==> src/rtl/boot_pkg.sv <==
// Shared types and constants for the program-load/run controller.
package boot_pkg;

  typedef enum logic [2:0] {
    ST_IDLE,
    ST_HOLD,
    ST_RUN,
    ST_HALT,
    ST_TMO
  } boot_state_t;

  // jal x0,0 -- the program parks itself on this self-loop when finished
  localparam logic [31:0] HALT_INSN = 32'h0000_006f;

  localparam logic SEL_IMEM = 1'b0;
  localparam logic SEL_DMEM = 1'b1;

  function automatic logic addr_in_range(input logic [15:0] addr, input int unsigned depth);
    return 32'(addr) < depth;
  endfunction

endpackage

==> src/rtl/boot_sequencer_if.sv <==
// Load port between the host loader (master) and the boot sequencer (slave).
interface boot_sequencer_if #(
  parameter int unsigned XLEN = 32
) ();

  logic            ld_valid;
  logic            ld_ready;
  logic            ld_sel;
  logic [15:0]     ld_addr;
  logic [XLEN-1:0] ld_data;

  modport master (
    output ld_valid, ld_sel, ld_addr, ld_data,
    input  ld_ready
  );

  modport slave (
    input  ld_valid, ld_sel, ld_addr, ld_data,
    output ld_ready
  );

endinterface

==> src/rtl/boot_sequencer_sat_counter.sv <==
// Up-counter with synchronous clear that sticks at all-ones instead of wrapping.
module sat_counter #(
  parameter int unsigned WIDTH = 8
) (
  input  logic             clk,
  input  logic             rst,
  input  logic             clr,
  input  logic             inc,
  output logic [WIDTH-1:0] q
);

  always_ff @(posedge clk) begin
    if (rst || clr) begin
      q <= '0;
    end else if (inc && (q != '1)) begin
      q <= q + 1'b1;
    end
  end

endmodule

==> src/rtl/boot_sequencer.sv <==
// Program-load and run controller: loads imem/dmem, holds then releases the core, watches for halt/timeout.
// Optional load checksum enabled by defining BOOT_CHECKSUM_EN.
module boot_sequencer
  import boot_pkg::*;
#(
  parameter int unsigned XLEN        = 32,
  parameter int unsigned IMEM_DEPTH  = 64,
  parameter int unsigned DMEM_DEPTH  = 64,
  parameter int unsigned HOLD_CYCLES = 2,
  parameter int unsigned TIMEOUT     = 1024,
  parameter int unsigned CNT_W       = 32,
  localparam int unsigned IA_W = (IMEM_DEPTH > 1) ? $clog2(IMEM_DEPTH) : 1,
  localparam int unsigned DA_W = (DMEM_DEPTH > 1) ? $clog2(DMEM_DEPTH) : 1
) (
  input  logic              clk,
  input  logic              rst,
  boot_sequencer_if.slave   ld,
  input  logic              start,
  input  logic              clear,
  output logic              imem_we,
  output logic [IA_W-1:0]   imem_addr,
  output logic [XLEN-1:0]   imem_wdata,
  output logic              dmem_we,
  output logic [DA_W-1:0]   dmem_addr,
  output logic [XLEN-1:0]   dmem_wdata,
  output logic              core_rst,
  input  logic [XLEN-1:0]   instr_in,
  output logic              busy,
  output logic              done,
  output logic              timeout,
  output logic              err_oob,
  output logic [CNT_W-1:0]  cycle_cnt,
  output logic [XLEN-1:0]   checksum
);

  localparam int unsigned HC_W = $clog2(HOLD_CYCLES + 1);

  boot_state_t     state, state_nxt;
  logic            ready_q;
  logic            accept, sel_dmem, in_range;
  logic            clr_flags, enter_hold, is_halt, tmo_hit;
  logic [HC_W-1:0] hold_q;

  assign ld.ld_ready = ready_q;

  always_comb begin
    accept     = ready_q && ld.ld_valid;
    sel_dmem   = (ld.ld_sel == SEL_DMEM);
    in_range   = sel_dmem ? addr_in_range(ld.ld_addr, DMEM_DEPTH)
                          : addr_in_range(ld.ld_addr, IMEM_DEPTH);
    clr_flags  = clear && ((state == ST_IDLE) || (state == ST_HALT) || (state == ST_TMO));
    is_halt    = (instr_in == XLEN'(HALT_INSN));
    tmo_hit    = (cycle_cnt == CNT_W'(TIMEOUT - 1));
  end

  always_comb begin
    state_nxt = state;
    case (state)
      ST_IDLE: if (start) state_nxt = ST_HOLD;
      ST_HOLD: if (hold_q == HC_W'(HOLD_CYCLES - 1)) state_nxt = ST_RUN;
      ST_RUN: begin
        if (is_halt)      state_nxt = ST_HALT;
        else if (tmo_hit) state_nxt = ST_TMO;
      end
      ST_HALT, ST_TMO: begin
        if (clear)      state_nxt = ST_IDLE;
        else if (start) state_nxt = ST_HOLD;
      end
      default: state_nxt = ST_IDLE;
    endcase
    enter_hold = (state_nxt == ST_HOLD) && (state != ST_HOLD);
  end

  // HOLD length counter idles at zero outside HOLD; cycle counter zeroes on HOLD entry
  sat_counter #(.WIDTH(HC_W)) u_hold_cnt (
    .clk (clk),
    .rst (rst),
    .clr (state != ST_HOLD),
    .inc (state == ST_HOLD),
    .q   (hold_q)
  );

  sat_counter #(.WIDTH(CNT_W)) u_cycle_cnt (
    .clk (clk),
    .rst (rst),
    .clr (enter_hold),
    .inc (state == ST_RUN),
    .q   (cycle_cnt)
  );

  always_ff @(posedge clk) begin
    if (rst) begin
      state      <= ST_IDLE;
      ready_q    <= 1'b1;
      core_rst   <= 1'b1;
      busy       <= 1'b0;
      done       <= 1'b0;
      timeout    <= 1'b0;
      err_oob    <= 1'b0;
      imem_we    <= 1'b0;
      imem_addr  <= '0;
      imem_wdata <= '0;
      dmem_we    <= 1'b0;
      dmem_addr  <= '0;
      dmem_wdata <= '0;
    end else begin
      state    <= state_nxt;
      ready_q  <= (state_nxt == ST_IDLE);
      core_rst <= (state_nxt != ST_RUN);
      busy     <= (state_nxt == ST_HOLD) || (state_nxt == ST_RUN);
      imem_we  <= 1'b0;
      dmem_we  <= 1'b0;

      if (clr_flags || enter_hold) begin
        done    <= 1'b0;
        timeout <= 1'b0;
      end
      if (clr_flags) err_oob <= 1'b0;

      // a beat accepted alongside clear still reports its own range error
      if (accept) begin
        if (!in_range) begin
          err_oob <= 1'b1;
        end else if (sel_dmem) begin
          dmem_we    <= 1'b1;
          dmem_addr  <= ld.ld_addr[DA_W-1:0];
          dmem_wdata <= ld.ld_data;
        end else begin
          imem_we    <= 1'b1;
          imem_addr  <= ld.ld_addr[IA_W-1:0];
          imem_wdata <= ld.ld_data;
        end
      end

      if (state == ST_RUN) begin
        if (state_nxt == ST_HALT) done    <= 1'b1;
        if (state_nxt == ST_TMO)  timeout <= 1'b1;
      end
    end
  end

`ifdef BOOT_CHECKSUM_EN
  logic [XLEN-1:0] cks_base;

  // clear zeroes the running value before a same-cycle beat folds in
  always_comb cks_base = clr_flags ? '0 : checksum;

  always_ff @(posedge clk) begin
    if (rst) begin
      checksum <= '0;
    end else if (accept && in_range) begin
      checksum <= {cks_base[XLEN-2:0], cks_base[XLEN-1]} ^ ld.ld_data;
    end else begin
      checksum <= cks_base;
    end
  end
`else
  assign checksum = '0;
`endif

endmodule
==> src/flat_wrapper.sv <==
// flat-port wrapper written by rule: the top's interface ports become plain ports
module boot_sequencer_flat import boot_pkg::*;
#(
  parameter int unsigned XLEN        = 32,
  parameter int unsigned IMEM_DEPTH  = 64,
  parameter int unsigned DMEM_DEPTH  = 64,
  parameter int unsigned HOLD_CYCLES = 2,
  parameter int unsigned TIMEOUT     = 1024,
  parameter int unsigned CNT_W       = 32,
  localparam int unsigned IA_W = (IMEM_DEPTH > 1) ? $clog2(IMEM_DEPTH) : 1,
  localparam int unsigned DA_W = (DMEM_DEPTH > 1) ? $clog2(DMEM_DEPTH) : 1
)
  (clk, rst, start, clear, imem_we, imem_addr, imem_wdata, dmem_we, dmem_addr, dmem_wdata, core_rst, instr_in, busy, done, timeout, err_oob, cycle_cnt, checksum, ld_ld_valid, ld_ld_sel, ld_ld_addr, ld_ld_data, ld_ld_ready);
  boot_sequencer_if #(.XLEN(XLEN)) ld_i ();
  input  logic clk;
  input  logic rst;
  input  logic start;
  input  logic clear;
  output logic imem_we;
  output logic [IA_W-1:0] imem_addr;
  output logic [XLEN-1:0] imem_wdata;
  output logic dmem_we;
  output logic [DA_W-1:0] dmem_addr;
  output logic [XLEN-1:0] dmem_wdata;
  output logic core_rst;
  input  logic [XLEN-1:0] instr_in;
  output logic busy;
  output logic done;
  output logic timeout;
  output logic err_oob;
  output logic [CNT_W-1:0] cycle_cnt;
  output logic [XLEN-1:0] checksum;
  input wire logic [$bits(ld_i.ld_valid)-1:0] ld_ld_valid;
  input wire logic [$bits(ld_i.ld_sel)-1:0] ld_ld_sel;
  input wire logic [$bits(ld_i.ld_addr)-1:0] ld_ld_addr;
  input wire logic [$bits(ld_i.ld_data)-1:0] ld_ld_data;
  output wire logic [$bits(ld_i.ld_ready)-1:0] ld_ld_ready;
  assign ld_i.ld_valid = ld_ld_valid;
  assign ld_i.ld_sel = ld_ld_sel;
  assign ld_i.ld_addr = ld_ld_addr;
  assign ld_i.ld_data = ld_ld_data;
  assign ld_ld_ready = ld_i.ld_ready;
  boot_sequencer #(.XLEN(XLEN), .IMEM_DEPTH(IMEM_DEPTH), .DMEM_DEPTH(DMEM_DEPTH), .HOLD_CYCLES(HOLD_CYCLES), .TIMEOUT(TIMEOUT), .CNT_W(CNT_W)) u_core (.clk(clk), .rst(rst), .ld(ld_i), .start(start), .clear(clear), .imem_we(imem_we), .imem_addr(imem_addr), .imem_wdata(imem_wdata), .dmem_we(dmem_we), .dmem_addr(dmem_addr), .dmem_wdata(dmem_wdata), .core_rst(core_rst), .instr_in(instr_in), .busy(busy), .done(done), .timeout(timeout), .err_oob(err_oob), .cycle_cnt(cycle_cnt), .checksum(checksum));
endmodule
==> config.mk <==
export PLATFORM = sky130hd
export DESIGN_NAME = boot_sequencer_flat
export DESIGN_NICKNAME = d
export VERILOG_FILES = /design/src/rtl/boot_pkg.sv /design/src/rtl/boot_sequencer_if.sv /design/src/rtl/boot_sequencer_sat_counter.sv /design/src/rtl/boot_sequencer.sv /design/src/flat_wrapper.sv
export SDC_FILE = /design/constraint.sdc
export NUM_CORES = 1
export LEC_CHECK = 0
export CORE_ASPECT_RATIO = 1.1
export CORE_MARGIN = 3
export CORE_UTILIZATION = 45
export DETAILED_ROUTE_END_ITERATION = 6
export MAX_ROUTING_LAYER = met4
export PLACE_DENSITY = 0.85
export RECOVER_POWER = 50
export SLEW_MARGIN = 20
export SYNTH_ARGS = -nofsm -noshare
export SYNTH_HDL_FRONTEND = slang
export SYNTH_SLANG_ARGS = --single-unit
==> constraint.sdc <==
create_clock -name clk -period 5.9 [get_ports clk]
set_input_delay 1.18 -clock clk [delete_from_list [all_inputs] [get_ports clk]]
set_output_delay 1.18 -clock clk [all_outputs]
set_load 0.1 [all_outputs]
### Word level (Yosys, flattened, before mapping)

Index checks and enable logic that the tools add are counted.

| storage, ports and cells | value |
|---|---|
| input port bits | 86 |
| word-level logic and storage cells | 70 |
| output and inout bits | 148 |
| bits in registers | 121 |

| operators by class | value |
|---|---|
| order comparisons | 1 |
| bitwise logic cells | 3 |
| equal/unequal tests | 15 |
| reductions and logical operators | 17 |
| add/sub/neg operators | 2 |
| multiplexer cells | 17 |

Operators by type and width:

| operator | number |
|---|---|
| adder 32 x 1 -> 32 bit, second input constant | 1 |
| == test 32 x 10 -> 1 bit, second input constant | 1 |
| == test 32 x 7 -> 1 bit, second input constant | 1 |
| != test 32 bit, second input constant | 1 |
| less-than comparator 16 x 7 -> 1 bit, second input constant | 1 |
| 2-to-1 mux 3 bit | 5 |
| == test 3 x 2 -> 1 bit, second input constant | 4 |
| case mux 3 bit (4 select lines) | 1 |
| 2-to-1 mux 1 bit | 11 |
| == test 3 x 1 -> 1 bit, second input constant | 2 |
| == test 3 bit, second input constant | 2 |
| zero test 3 bit | 2 |
| logical OR 1 bit | 6 |
| AND reduction 3 bit | 2 |
| logical AND 1 bit | 5 |
| != test 3 x 1 -> 1 bit, second input constant | 1 |
| != test 3 x 2 -> 1 bit, second input constant | 1 |
| NOT 1 bit | 3 |
| OR reduction 3 bit | 1 |
| adder 2 x 1 -> 2 bit, second input constant | 1 |
| == test 2 x 1 -> 1 bit, second input constant | 1 |
| != test 2 bit, second input constant | 1 |
| OR reduction 2 bit | 1 |

### Depth between registers and ports, before layout

Gate-level depths: netlist (run 1).

| depth | value |
|---|---|
| word-level depth | 10 |
| gate-level depth with buffers | 8 |
| depth with buffers taken out | 6 |

### Hierarchy

From an unflattened synthesis (run 1), not the netlist that was laid out.

| unflattened totals | value |
|---|---|
| cells, all modules | 650 |
| area total of the unflattened synthesis | 5346.4 µm² |

By module, submodules not included:

| module | cells an instance | times used | area each (µm²) | seq. area each (µm²) |
|---|---|---|---|---|
| boot_sequencer | 453 | 1 | 3559.7 | 1741.7 |
| sat_counter (u_core.u_cycle_cnt) | 189 | 1 | 1681.6 | 640.6 |
| sat_counter (u_core.u_hold_cnt) | 8 | 1 | 105.1 | 40.0 |

### Worst setup path after synthesis (run 1)

No wires, ideal clock.

| timing path | value |
|---|---|
| kind | flip-flop to flip-flop |
| start | register u_core.u_cycle_cnt.q[23] |
| end | register u_core.u_cycle_cnt.q[1] |
| stages on the path, launching flop included | 8 |
| setup time | 0.129 ns |
| period minus slack after synthesis | 2.890 ns |
| path slack | 3.010 ns |
| path buffers | 2 |
| data arrival time | 2.762 ns |
| required time | 5.771 ns |
| cells stage by stage | dfxtp_1 -> nand4_1 -> nor4_2 -> a21o_1 -> buf_2 -> buf_4 -> mux2i_1 -> nor2_1 |

| between the ends | value |
|---|---|
| cells in the longest elaborated chain, start to end | 7 |
| elaborated cells on any way between the ends | 9 |
| those cells by class | 3 x eq/ne; 3 x mux; 3 x reduce/logical |

RTL lines:

| item | RTL line | text |
|---|---|---|
| from (decl) | boot_sequencer_sat_counter.sv:9 | `output logic [WIDTH-1:0] q` |
| from (signal assigned) | boot_sequencer_sat_counter.sv:16 | `q <= q + 1'b1;` |
| == test 32 x 10 -> 1 bit | boot_sequencer.sv:53 | `tmo_hit = (cycle_cnt == CNT_W'(TIMEOUT - 1));` |
| 2-to-1 mux 3 bit | boot_sequencer.sv:63 | `else if (tmo_hit) state_nxt = ST_TMO;` |
| 2-to-1 mux 3 bit | boot_sequencer.sv:62 | `if (is_halt) state_nxt = ST_HALT;` |
| case mux 3 bit (4 select lines) | boot_sequencer.sv:58 | `case (state)` |
| == test 3 x 1 -> 1 bit | boot_sequencer.sv:71 | `enter_hold = (state_nxt == ST_HOLD) && (state != ST_HOLD);` |
| logical AND 1 bit | boot_sequencer.sv:71 |  |
| logical OR 1 bit | boot_sequencer_sat_counter.sv:13 | `if (rst \|\| clr) begin` |

Parallel ways exist; a longest one is shown, timed or not.
A chain may end at the register's enable or synchronous reset.

### Final worst setup path (run 1)

| timing path | value |
|---|---|
| start | input rst |
| end | register u_core.u_cycle_cnt.q[22] |

| between the ends | value |
|---|---|
| cells in the longest elaborated chain, start to end | 1 |

RTL lines:

| item | RTL line | text |
|---|---|---|
| from (decl) | flat_wrapper.sv:16 | `input logic rst;` |
| logical OR 1 bit | boot_sequencer_sat_counter.sv:13 |  |

Every way passes these cells.

==> flow_summary.html, run 1 <==
<table>
<tr><th>Metric</th><th>Value</th></tr>
<tr><th colspan="2">Run status</th></tr>
<tr><td>Result of the run</td><td>finished, violations left</td></tr>
<tr><td>Violations in the final reports</td><td>capacitance limit, slew limit</td></tr>
<tr><th colspan="2">Finish</th></tr>
<tr><td>Number of nets in the finished design</td><td>930</td></tr>
<tr><td>Post-synthesis to final-layout area growth</td><td>49.58%</td></tr>
<tr><td>Share of post-route cells with drive strength above 1</td><td>6.674%</td></tr>
<tr><th colspan="2">Critical path</th></tr>
<tr><td>Launching point of the worst reg2reg path</td><td>u_core.state[1]</td></tr>
<tr><td>Endpoint required time on the critical path</td><td>6180 ps</td></tr>
<tr><td>Class of the most critical setup path</td><td>in -&gt; reg</td></tr>
<tr><td>Worst Setup End Kind</td><td>flop</td></tr>
<tr><td>Capture instance of the worst register-to-register path</td><td>u_core.u_cycle_cnt.q[22]</td></tr>
<tr><td>Standard cell with the maximum stage delay on the critical path</td><td>or2_0</td></tr>
<tr><td>Type of origin of the critical path</td><td>primary input</td></tr>
<tr><td>Highest net fanout along the worst path</td><td>89</td></tr>
<tr><td>Logic depth of the worst register-to-register path</td><td>5</td></tr>
<tr><td>CP cell instances</td><td>buf_2 -&gt; buf_4 -&gt; inv_1 -&gt; o31ai_1 -&gt; or2_0 -&gt; or4_1 -&gt; nand2_1</td></tr>
<tr><td>Arr. time, crit path</td><td>3980 ps</td></tr>
<tr><td>Critical path's top delay family</td><td>simple AND/OR/NAND/NOR gates</td></tr>
<tr><td>Crit-path max cell delay</td><td>1360 ps</td></tr>
<tr><td>Number of buffer and inverter instances along the worst setup path</td><td>3</td></tr>
<tr><td>Register-to-register setup slack</td><td>2970 ps</td></tr>
<tr><th colspan="2">Route</th></tr>
<tr><td>Total via count after detailed routing</td><td>5360</td></tr>
<tr><td>Number of DRC violations after detailed-routing iteration 0</td><td>387</td></tr>
<tr><td>Per-cell via count in the routed design</td><td>5.349</td></tr>
<tr><td>Number of routed nets with antenna violations</td><td>0</td></tr>
<tr><td>Post-detailed-route wirelength per cell</td><td>15.99 microns</td></tr>
<tr><td>Wirelength, routed</td><td>16.03 mm</td></tr>
<tr><td>Residual DRC count</td><td>0</td></tr>
<tr><td>Drt pass-1 iters</td><td>7</td></tr>
<tr><th colspan="2">Clock network</th></tr>
<tr><td>Number of buffers inserted to repair setup after CTS</td><td>0</td></tr>
<tr><td>Clock sink count</td><td>121</td></tr>
<tr><td>Cell at the root of the clock tree</td><td>clkbuf_16</td></tr>
<tr><td># hold bufs at CTS</td><td>0</td></tr>
<tr><td>CTS H-Tree Depth</td><td>4</td></tr>
<tr><td>Clock buffer depth</td><td>2</td></tr>
<tr><td>Clock-pin slew on the worst setup and hold paths</td><td>60 ps</td></tr>
<tr><td>Clock tree from TritonCTS</td><td>yes</td></tr>
<tr><td>Number of buffers inserted during clock tree synthesis</td><td>17</td></tr>
<tr><td>Clock network latency to the later pin of the worst-skew pair</td><td>400 ps</td></tr>
<tr><td>Resize count post-CTS</td><td>0</td></tr>
<tr><th colspan="2">Timing</th></tr>
<tr><td>Count of final setup violators</td><td>0</td></tr>
<tr><td>Worst-Margin Slew</td><td>1870 ps</td></tr>
<tr><td>RSZ-0062 raised after global routing</td><td>false</td></tr>
<tr><td>Final clock period utilization by the worst path</td><td>62.76%</td></tr>
<tr><td>Fin. max-slew vios</td><td>113</td></tr>
<tr><td>Fin Clk Skew</td><td>13.25 ps</td></tr>
<tr><td>Hold slack</td><td>451.6 ps</td></tr>
<tr><td>Post-Route Setup TNS</td><td>0 ps</td></tr>
<tr><td>Worst max-slew margin expressed relative to the limit</td><td>-24.68%</td></tr>
<tr><td>Minimum clock period after layout</td><td>3703 ps</td></tr>
<tr><td>Number of hold violations in the final report</td><td>0</td></tr>
<tr><td>Achievable Freq</td><td>270.1 MHz</td></tr>
<tr><th colspan="2">Logic synthesis</th></tr>
<tr><td>Count of warnings emitted by yosys</td><td>0</td></tr>
<tr><td>Share of flip-flops with an asynchronous set or reset after synthesis</td><td>0%</td></tr>
<tr><td>Area of the mapped netlist</td><td>5231 sq um</td></tr>
<tr><td>Top area cells in the synthesized netlist</td><td>dfxtp_1 46%, nand2_1 12%, a21oi_1 9.8%</td></tr>
<tr><td>Synthesized area divided by synthesized cell count</td><td>7.974 sq um</td></tr>
<tr><td>Count of mapped cells out of synthesis</td><td>656</td></tr>
<tr><td>Most used flip-flop cell after synthesis</td><td>dfxtp_1</td></tr>
<tr><td>EDFF count, synth</td><td>0</td></tr>
<tr><td>Post-synth top area cell</td><td>dfxtp_1</td></tr>
<tr><td>Number of library cell types mapped by synthesis</td><td>51</td></tr>
<tr><td>Sequential share of the synthesized area</td><td>46.30%</td></tr>
<tr><td>Fraction of post-synthesis cell area in the top cell type by area</td><td>46.30%</td></tr>
<tr><td>Post-synthesis register bit count</td><td>121</td></tr>
<tr><th colspan="2">Floorplanning</th></tr>
<tr><td>Standard-cell row count</td><td>40</td></tr>
<tr><td>Horizontal die dimension</td><td>108.8 microns</td></tr>
<tr><td>Area inside the core boundary</td><td>11160 sq um</td></tr>
<tr><td>Die outline height</td><td>119.1 microns</td></tr>
<tr><td>Effective utilization at floorplan</td><td>46.87%</td></tr>
<tr><td>Die Outline Area</td><td>12960 sq um</td></tr>
<tr><td>Count of boundary I/O pins</td><td>234</td></tr>
<tr><th colspan="2">Global routing</th></tr>
<tr><td>Total global routing track utilization</td><td>25.07%</td></tr>
<tr><td>Antenna violations before repair</td><td>0</td></tr>
<tr><td>Sum of overflow across all layers after global routing</td><td>0</td></tr>
<tr><td>Pin count of the biggest net entering global routing</td><td>90</td></tr>
<tr><td>Vias in the first global route</td><td>5159</td></tr>
<tr><td>Global-route wire length before repair</td><td>25.42 mm</td></tr>
<tr><th colspan="2">Place</th></tr>
<tr><td>Detailed placer's ending HPWL</td><td>11.46 mm</td></tr>
<tr><td># port buffers</td><td>201</td></tr>
<tr><td>GP Congestion</td><td>0.9282</td></tr>
<tr><th colspan="2">Power</th></tr>
<tr><td>Maximum resistive drop on vdd</td><td>0.0001744 V</td></tr>
<tr><td>Pleak</td><td>0.002613 uW</td></tr>
<tr><td>Power density of the placed cells</td><td>278.7 nW/um^2</td></tr>
<tr><th colspan="2">Min path</th></tr>
<tr><td>End of the worst hold path</td><td>u_core.dmem_wdata[19]</td></tr>
<tr><td>Origin of the worst min-delay path</td><td>u_core.dmem_wdata[19]</td></tr>
<tr><td>Number of cells on the worst hold path</td><td>2</td></tr>
<tr><td>Worst min path class</td><td>reg -&gt; reg</td></tr>
<tr><th colspan="2">Flow run</th></tr>
<tr><td>Number of max-cap violations</td><td>3</td></tr>
</table>
per-layer routing:
metal	GRT usage [%]	wire length (microns)	up-vias	share of wire, %
li1	-	-	2568	-
met1	28.97	6227	2510	39
met2	41.96	8036	251	50
met3	6.883	1392	31	8.7
met4	8.051	369	0	2.3
met5	-	0	-	0
flip-flops by register name, summed over array words and instances, names as in the netlist:
| signal | count |
|---|---|
| u_core.busy | 1 |
| u_core.core_rst | 1 |
| u_core.dmem_addr | 6 |
| u_core.dmem_wdata | 32 |
| u_core.dmem_we | 1 |
| u_core.done | 1 |
| u_core.err_oob | 1 |
| u_core.imem_addr | 6 |
| u_core.imem_wdata | 32 |
| u_core.imem_we | 1 |
| u_core.ld.ld_ready | 1 |
| u_core.state | 3 |
| u_core.timeout | 1 |
| u_core.u_cycle_cnt.q | 32 |
| u_core.u_hold_cnt.q | 2 |
worst max path at each step:
| stage | slack, ps | to | depth (start not counted) | from |
|---|---|---|---|---|
| 2_1_floorplan | 3010 | u_core.u_cycle_cnt.q[1] | 7 | u_core.u_cycle_cnt.q[23] |
| 3_3_place_gp | 2640 | u_core.busy | 6 | instr_in[9] |
| 3_5_place_dp | 2560 | u_core.u_cycle_cnt.q[5] | 6 | clear |
| 4_1_cts | 2620 | cycle_cnt[21] | 1 | u_core.u_cycle_cnt.q[21] |
| 5_1_grt | 1880 | u_core.u_cycle_cnt.q[22] | 7 | rst |
| 6_report | 2200 | u_core.u_cycle_cnt.q[22] | 7 | rst |
synthesized netlist by cell type, drive strengths merged (2+ instances only):
| cell type | n |
|---|---|
| dfxtp | 121 |
| nand4 | 14 |
| xnor2 | 5 |
| nor2 | 26 |
| a21oi | 102 |
| nand2b | 2 |
| nand3b | 3 |
| ha | 3 |
| a21o | 2 |
| o21ai | 18 |
| nor3 | 6 |
| nand3 | 14 |
| a211oi | 2 |
| or4 | 13 |
| o31ai | 7 |
| clkbuf | 32 |
| xor2 | 3 |
| and2 | 2 |
| or3 | 20 |
| buf | 39 |
| nor4 | 16 |
| mux2i | 2 |
| or2 | 4 |
| inv | 10 |
| nand2 | 171 |
| o211ai | 4 |
kinds of logic (layout without fill, tap and decap cells):
logic type | count (synthesis) | in the layout | share of synthesized area (%)
adder cells (fa/ha/maj) | 3 | 3 | 0.7176
AO/OA/AOI/OAI | 144 | 144 | 15.43
multiplexers | 2 | 2 | 0.3827
flip-flops | 121 | 121 | 46.30
other | 1 | 33 | 0.07168
AND/OR/NAND/NOR | 296 | 296 | 27.10
buffers and inverters | 81 | 248 | 8.658
XOR/XNOR | 8 | 8 | 1.339
per-stage QoR:
stage	util (%)	power, uW	cells	worst slack [ps]	area (sq um)
6_report	70.11	2181	1002	2197	7825
5_1_grt	70.09	2249	1001	1881	7823
4_1_cts	70.16	2194	1001	2620	7830
3_5_place_dp	64.25	1054	969	2560	7171
3_3_place_gp	64.25	1051	969	2641	7171
2_1_floorplan	-	997.5	687	3010	5348
layout by cell type (no fill, tap or decap), types with 3 or more instances in the layout:
cell type and n:
a21oi_1 102, buf_4 3, bufinv_16 5, clkbuf_16 17
clkdlybuf4s50_1 198, clkinv_4 4, conb_1 32, dfxtp_1 121
ha_1 3, inv_1 10, nand2_1 171, nand3_1 13
nand3b_1 3, nand4_1 13, nor2_1 25, nor3_1 4
nor4_1 14, o211ai_1 4, o21ai_0 18, o31ai_1 7
or2_2 3, or3_1 17, or3_2 3, or4_1 8
or4_2 3, xnor2_1 5, xor2_1 3
worst reg2reg max path: cells and delay by family (launching register included):
| family | cells | cell delay, ps |
|---|---|---|
| AOI/OAI and AO/OA | 1 | 290 |
| DFF | 1 | 420 |
| and+or+nand+nor | 4 | 2110 |
where the power goes:
part / leakage, uW / internal [uW] / switching (uW)
logic: 0.00132 / 62.9 / 149
registers: 0.000975 / 821 / 4.12
clock network: 0.000321 / 764 / 379
total: 0.00261 / 1650 / 533
cell type report:
| cell class | instances | area [sq um] |
|---|---|---|
| well taps | 147 | 183.9 |
| clock buffers | 18 | 439.2 |
| flip-flops and latches | 121 | 2422 |
| clock inverters | 14 | 220.2 |
| fillers | 862 | 3336 |
| multi-input cells | 485 | 2482 |
| inverters | 10 | 37.54 |
| diodes | 1 | 2.502 |
| repair buffers | 206 | 2037 |
Power figures use the tool's default switching activity.
==> run 2, diff against run 1 <==
--- a/config.mk
+++ b/config.mk
@@ -7,10 +7,10 @@
 export LEC_CHECK = 0
 export CORE_ASPECT_RATIO = 1.1
 export CORE_MARGIN = 3
-export CORE_UTILIZATION = 45
+export CORE_UTILIZATION = 42
 export DETAILED_ROUTE_END_ITERATION = 6
 export MAX_ROUTING_LAYER = met4
-export PLACE_DENSITY = 0.85
+export PLACE_DENSITY = 0.81
 export RECOVER_POWER = 50
 export SLEW_MARGIN = 20
 export SYNTH_ARGS = -nofsm -noshare
==> constraint.sdc (replaced) <==
create_clock -name clk -period 3.7 [get_ports clk]
set_input_delay 0.74 -clock clk [delete_from_list [all_inputs] [get_ports clk]]
set_output_delay 0.74 -clock clk [all_outputs]
set_load 0.1 [all_outputs]
==> run 2 against run 1 <==
The flow still finishes with violations (capacitance limit, slew limit). Flip-flop and latch count unchanged. Setup slack worse by 1500 ps. First-iteration DRC count is 9.6% higher. Cell count rose by 0.80%. Via count is 2.4% lower. Highest routed layer unchanged. Non-clock buffer count grew 1. Critical path depth fell by 1. Register-to-register slack worse by 1900 ps. Core utilization decreased by 5.6 points. Critical endpoint is now u_core.u_cycle_cnt.q[25]. Clock skew fell by 6.2 ps. Combinational power rose by 59%. Worst hold slack about the same.
==> flow_summary.html, run 2 (synthesized netlist as in run 1, its figures left out) <==
<table>
<tr><th>Metric</th><th>Value</th></tr>
<tr><th colspan="2">Run status</th></tr>
<tr><td>Result of the run</td><td>finished, violations left</td></tr>
<tr><td>Violations in the final reports</td><td>capacitance limit, slew limit</td></tr>
<tr><th colspan="2">Finish</th></tr>
<tr><td>Registers with the highest flip-flop counts</td><td>u_core.dmem_wdata x32, u_core.imem_wdata x32, u_core.u_cycle_cnt.q x32</td></tr>
<tr><td>Post-route non-filler standard cell count</td><td>1010</td></tr>
<tr><td>Leading cell types in the layout, fill and taps excluded</td><td>191 x clkdlybuf4s50_1, 171 x nand2_1, 121 x dfxtp_1, 102 x a21oi_1, 32 x conb_1</td></tr>
<tr><td>Post-synthesis to final-layout area growth</td><td>48.96%</td></tr>
<tr><td>Number of nets in the finished design</td><td>931</td></tr>
<tr><td>Post-route cell area</td><td>7792 sq um</td></tr>
<tr><td>Most common cell after layout, fill and taps aside</td><td>clkdlybuf4s50_1</td></tr>
<tr><td>Share of post-route cells with drive strength above 1</td><td>6.901%</td></tr>
<tr><td>Area used by sequential logic in the layout</td><td>2422 sq um</td></tr>
<tr><td>Multi-input combinational cell area</td><td>2482 sq um</td></tr>
<tr><td>Layout fillers</td><td>1040</td></tr>
<tr><th colspan="2">Critical path</th></tr>
<tr><td>Highest net fanout along the worst path</td><td>21</td></tr>
<tr><td>Class of the most critical setup path</td><td>in -&gt; reg</td></tr>
<tr><td>Arr. time, crit path</td><td>3330 ps</td></tr>
<tr><td>Worst Setup End Kind</td><td>flop</td></tr>
<tr><td>Type of origin of the critical path</td><td>primary input</td></tr>
<tr><td>Register-to-register setup slack</td><td>1100 ps</td></tr>
<tr><td>Endpoint required time on the critical path</td><td>3980 ps</td></tr>
<tr><th colspan="2">Power</th></tr>
<tr><td>Power density of the placed cells</td><td>428.3 nW/um^2</td></tr>
<tr><td>Pleak</td><td>0.002605 uW</td></tr>
<tr><td>Maximum resistive drop on vdd</td><td>0.0002800 V</td></tr>
<tr><th colspan="2">Clock network</th></tr>
<tr><td>Clock network latency to the later pin of the worst-skew pair</td><td>400 ps</td></tr>
<tr><td>Clock tree from TritonCTS</td><td>yes</td></tr>
<tr><td>Cell at the root of the clock tree</td><td>clkbuf_16</td></tr>
<tr><td>CTS H-Tree Depth</td><td>4</td></tr>
<tr><td>Clock buffer depth</td><td>2</td></tr>
<tr><td>Clock-pin slew on the worst setup and hold paths</td><td>60 ps</td></tr>
<tr><td>Resize count post-CTS</td><td>0</td></tr>
<tr><td>Clock sink count</td><td>121</td></tr>
<tr><td># hold bufs at CTS</td><td>0</td></tr>
<tr><td>Number of buffers inserted to repair setup after CTS</td><td>0</td></tr>
<tr><td>Number of buffers inserted during clock tree synthesis</td><td>17</td></tr>
<tr><th colspan="2">Floorplanning</th></tr>
<tr><td>Count of boundary I/O pins</td><td>234</td></tr>
<tr><td>Area inside the core boundary</td><td>12090 sq um</td></tr>
<tr><td>Horizontal die dimension</td><td>112.4 microns</td></tr>
<tr><td>Die outline height</td><td>123.1 microns</td></tr>
<tr><td>Standard-cell row count</td><td>42</td></tr>
<tr><td>Effective utilization at floorplan</td><td>43.28%</td></tr>
<tr><td>Die Outline Area</td><td>13830 sq um</td></tr>
<tr><th colspan="2">Timing</th></tr>
<tr><td>Final clock period utilization by the worst path</td><td>82.32%</td></tr>
<tr><td>RSZ-0062 raised after global routing</td><td>false</td></tr>
<tr><td>Achievable Freq</td><td>328.3 MHz</td></tr>
<tr><td>Fin. max-slew vios</td><td>89</td></tr>
<tr><td>Fin Clk Skew</td><td>7.031 ps</td></tr>
<tr><td>Count of final setup violators</td><td>0</td></tr>
<tr><td>Minimum clock period after layout</td><td>3046 ps</td></tr>
<tr><td>Worst max-slew margin expressed relative to the limit</td><td>-17.48%</td></tr>
<tr><td>Number of hold violations in the final report</td><td>0</td></tr>
<tr><td>Worst-Margin Slew</td><td>1762 ps</td></tr>
<tr><td>Post-Route Setup TNS</td><td>0 ps</td></tr>
<tr><th colspan="2">Global routing</th></tr>
<tr><td>Global-route wire length before repair</td><td>23.44 mm</td></tr>
<tr><td>Total global routing track utilization</td><td>21.52%</td></tr>
<tr><td>Antenna violations before repair</td><td>1</td></tr>
<tr><td>Sum of overflow across all layers after global routing</td><td>0</td></tr>
<tr><td>Pin count of the biggest net entering global routing</td><td>89</td></tr>
<tr><td>Vias in the first global route</td><td>4742</td></tr>
<tr><th colspan="2">Place</th></tr>
<tr><td>Detailed placer's ending HPWL</td><td>10.59 mm</td></tr>
<tr><td>Total placed instance area</td><td>7187 sq um</td></tr>
<tr><td>GP Congestion</td><td>0.8079</td></tr>
<tr><td># port buffers</td><td>201</td></tr>
<tr><td>Number of placed cells counting well taps</td><td>977</td></tr>
<tr><th colspan="2">Flow run</th></tr>
<tr><td>Number of max-cap violations</td><td>1</td></tr>
<tr><th colspan="2">Route</th></tr>
<tr><td>Number of routed nets with antenna violations</td><td>0</td></tr>
<tr><td>Wirelength, routed</td><td>15.03 mm</td></tr>
<tr><td>Total via count after detailed routing</td><td>5233</td></tr>
<tr><td>Residual DRC count</td><td>0</td></tr>
<tr><td>Drt pass-1 iters</td><td>5</td></tr>
<tr><td>Post-detailed-route wirelength per cell</td><td>14.89 microns</td></tr>
<tr><td>Number of DRC violations after detailed-routing iteration 0</td><td>424</td></tr>
<tr><td>Per-cell via count in the routed design</td><td>5.181</td></tr>
<tr><th colspan="2">Min path</th></tr>
<tr><td>Worst min path class</td><td>reg -&gt; reg</td></tr>
</table>
[run 2: cell count changes in the layout (fill, tap and decap cells not counted), sizes merged]
cell           change
buf                -1
clkinv             -2
bufinv             -2
clkinvlp           +4
dlygate4sd3        +7
clkdlybuf4s50      -7
clkbuf             +2
[run 2: where the power goes]
part	internal, uW	total, uW	switching [uW]
Clock	1080	1680	604
Combinational	101	338	237
Sequential	1310	1320	6.27
Total	2490	3340	848
[run 2: area by class of cell]
class	count	share of cell area [%]
inverters	10	0.4817
clock buffers	18	5.636
multi-input cells	485	31.86
well taps	154	2.473
clock inverters	14	2.216
flip-flops and latches	121	31.09
diodes	1	0.03211
repair buffers	207	26.22
[run 2: worst max-delay path, cell delays in order]
cell	delay (ps)
dlygate4sd3_1	650
nand3b_1	200
a211oi_1	330
or2_0	990
buf_4	350
a21oi_1	60
[run 2: routing by layer]
metal  vias to the layer above  share of wire, %  routed length, microns  global-route usage (%)
met2                       224                47                    7092                   34.43
met3                        13               8.0                    1202                   6.853
met4                         0              0.90                     136                   5.409
li1                       2577                 -                       -                       -
met1                      2419                44                    6603                   26.63
met5                         -                 0                       0                       -
[run 2: worst paths after layout]
| kind | start | endpoint | cells past startpoint |
|---|---|---|---|
| setup / recovery | clear | u_core.u_cycle_cnt.q[25] | 6 |
| hold / removal | u_core.imem_addr[3] | u_core.imem_addr[3] | 2 |
| setup reg to reg | u_core.state[1] | u_core.u_cycle_cnt.q[25] | 5 |
| hold reg to reg | u_core.imem_addr[3] | u_core.imem_addr[3] | 2 |
[run 2: per-stage QoR]
stage | util [%] | setup slack, ps | total power [uW] | hold WS [ps]
final | 64.47 | 654.1 | 3337 | 451.4
after global routing | 64.47 | 495.8 | 3450 | 466.8
after CTS | 64.52 | 855.5 | 3370 | 453.1
after detailed placement | 59.46 | 840.8 | 1682 | 445.5
after global placement | 59.46 | 904.7 | 1681 | 441.1
after floorplan | - | 809.7 | 1591 | 509.4
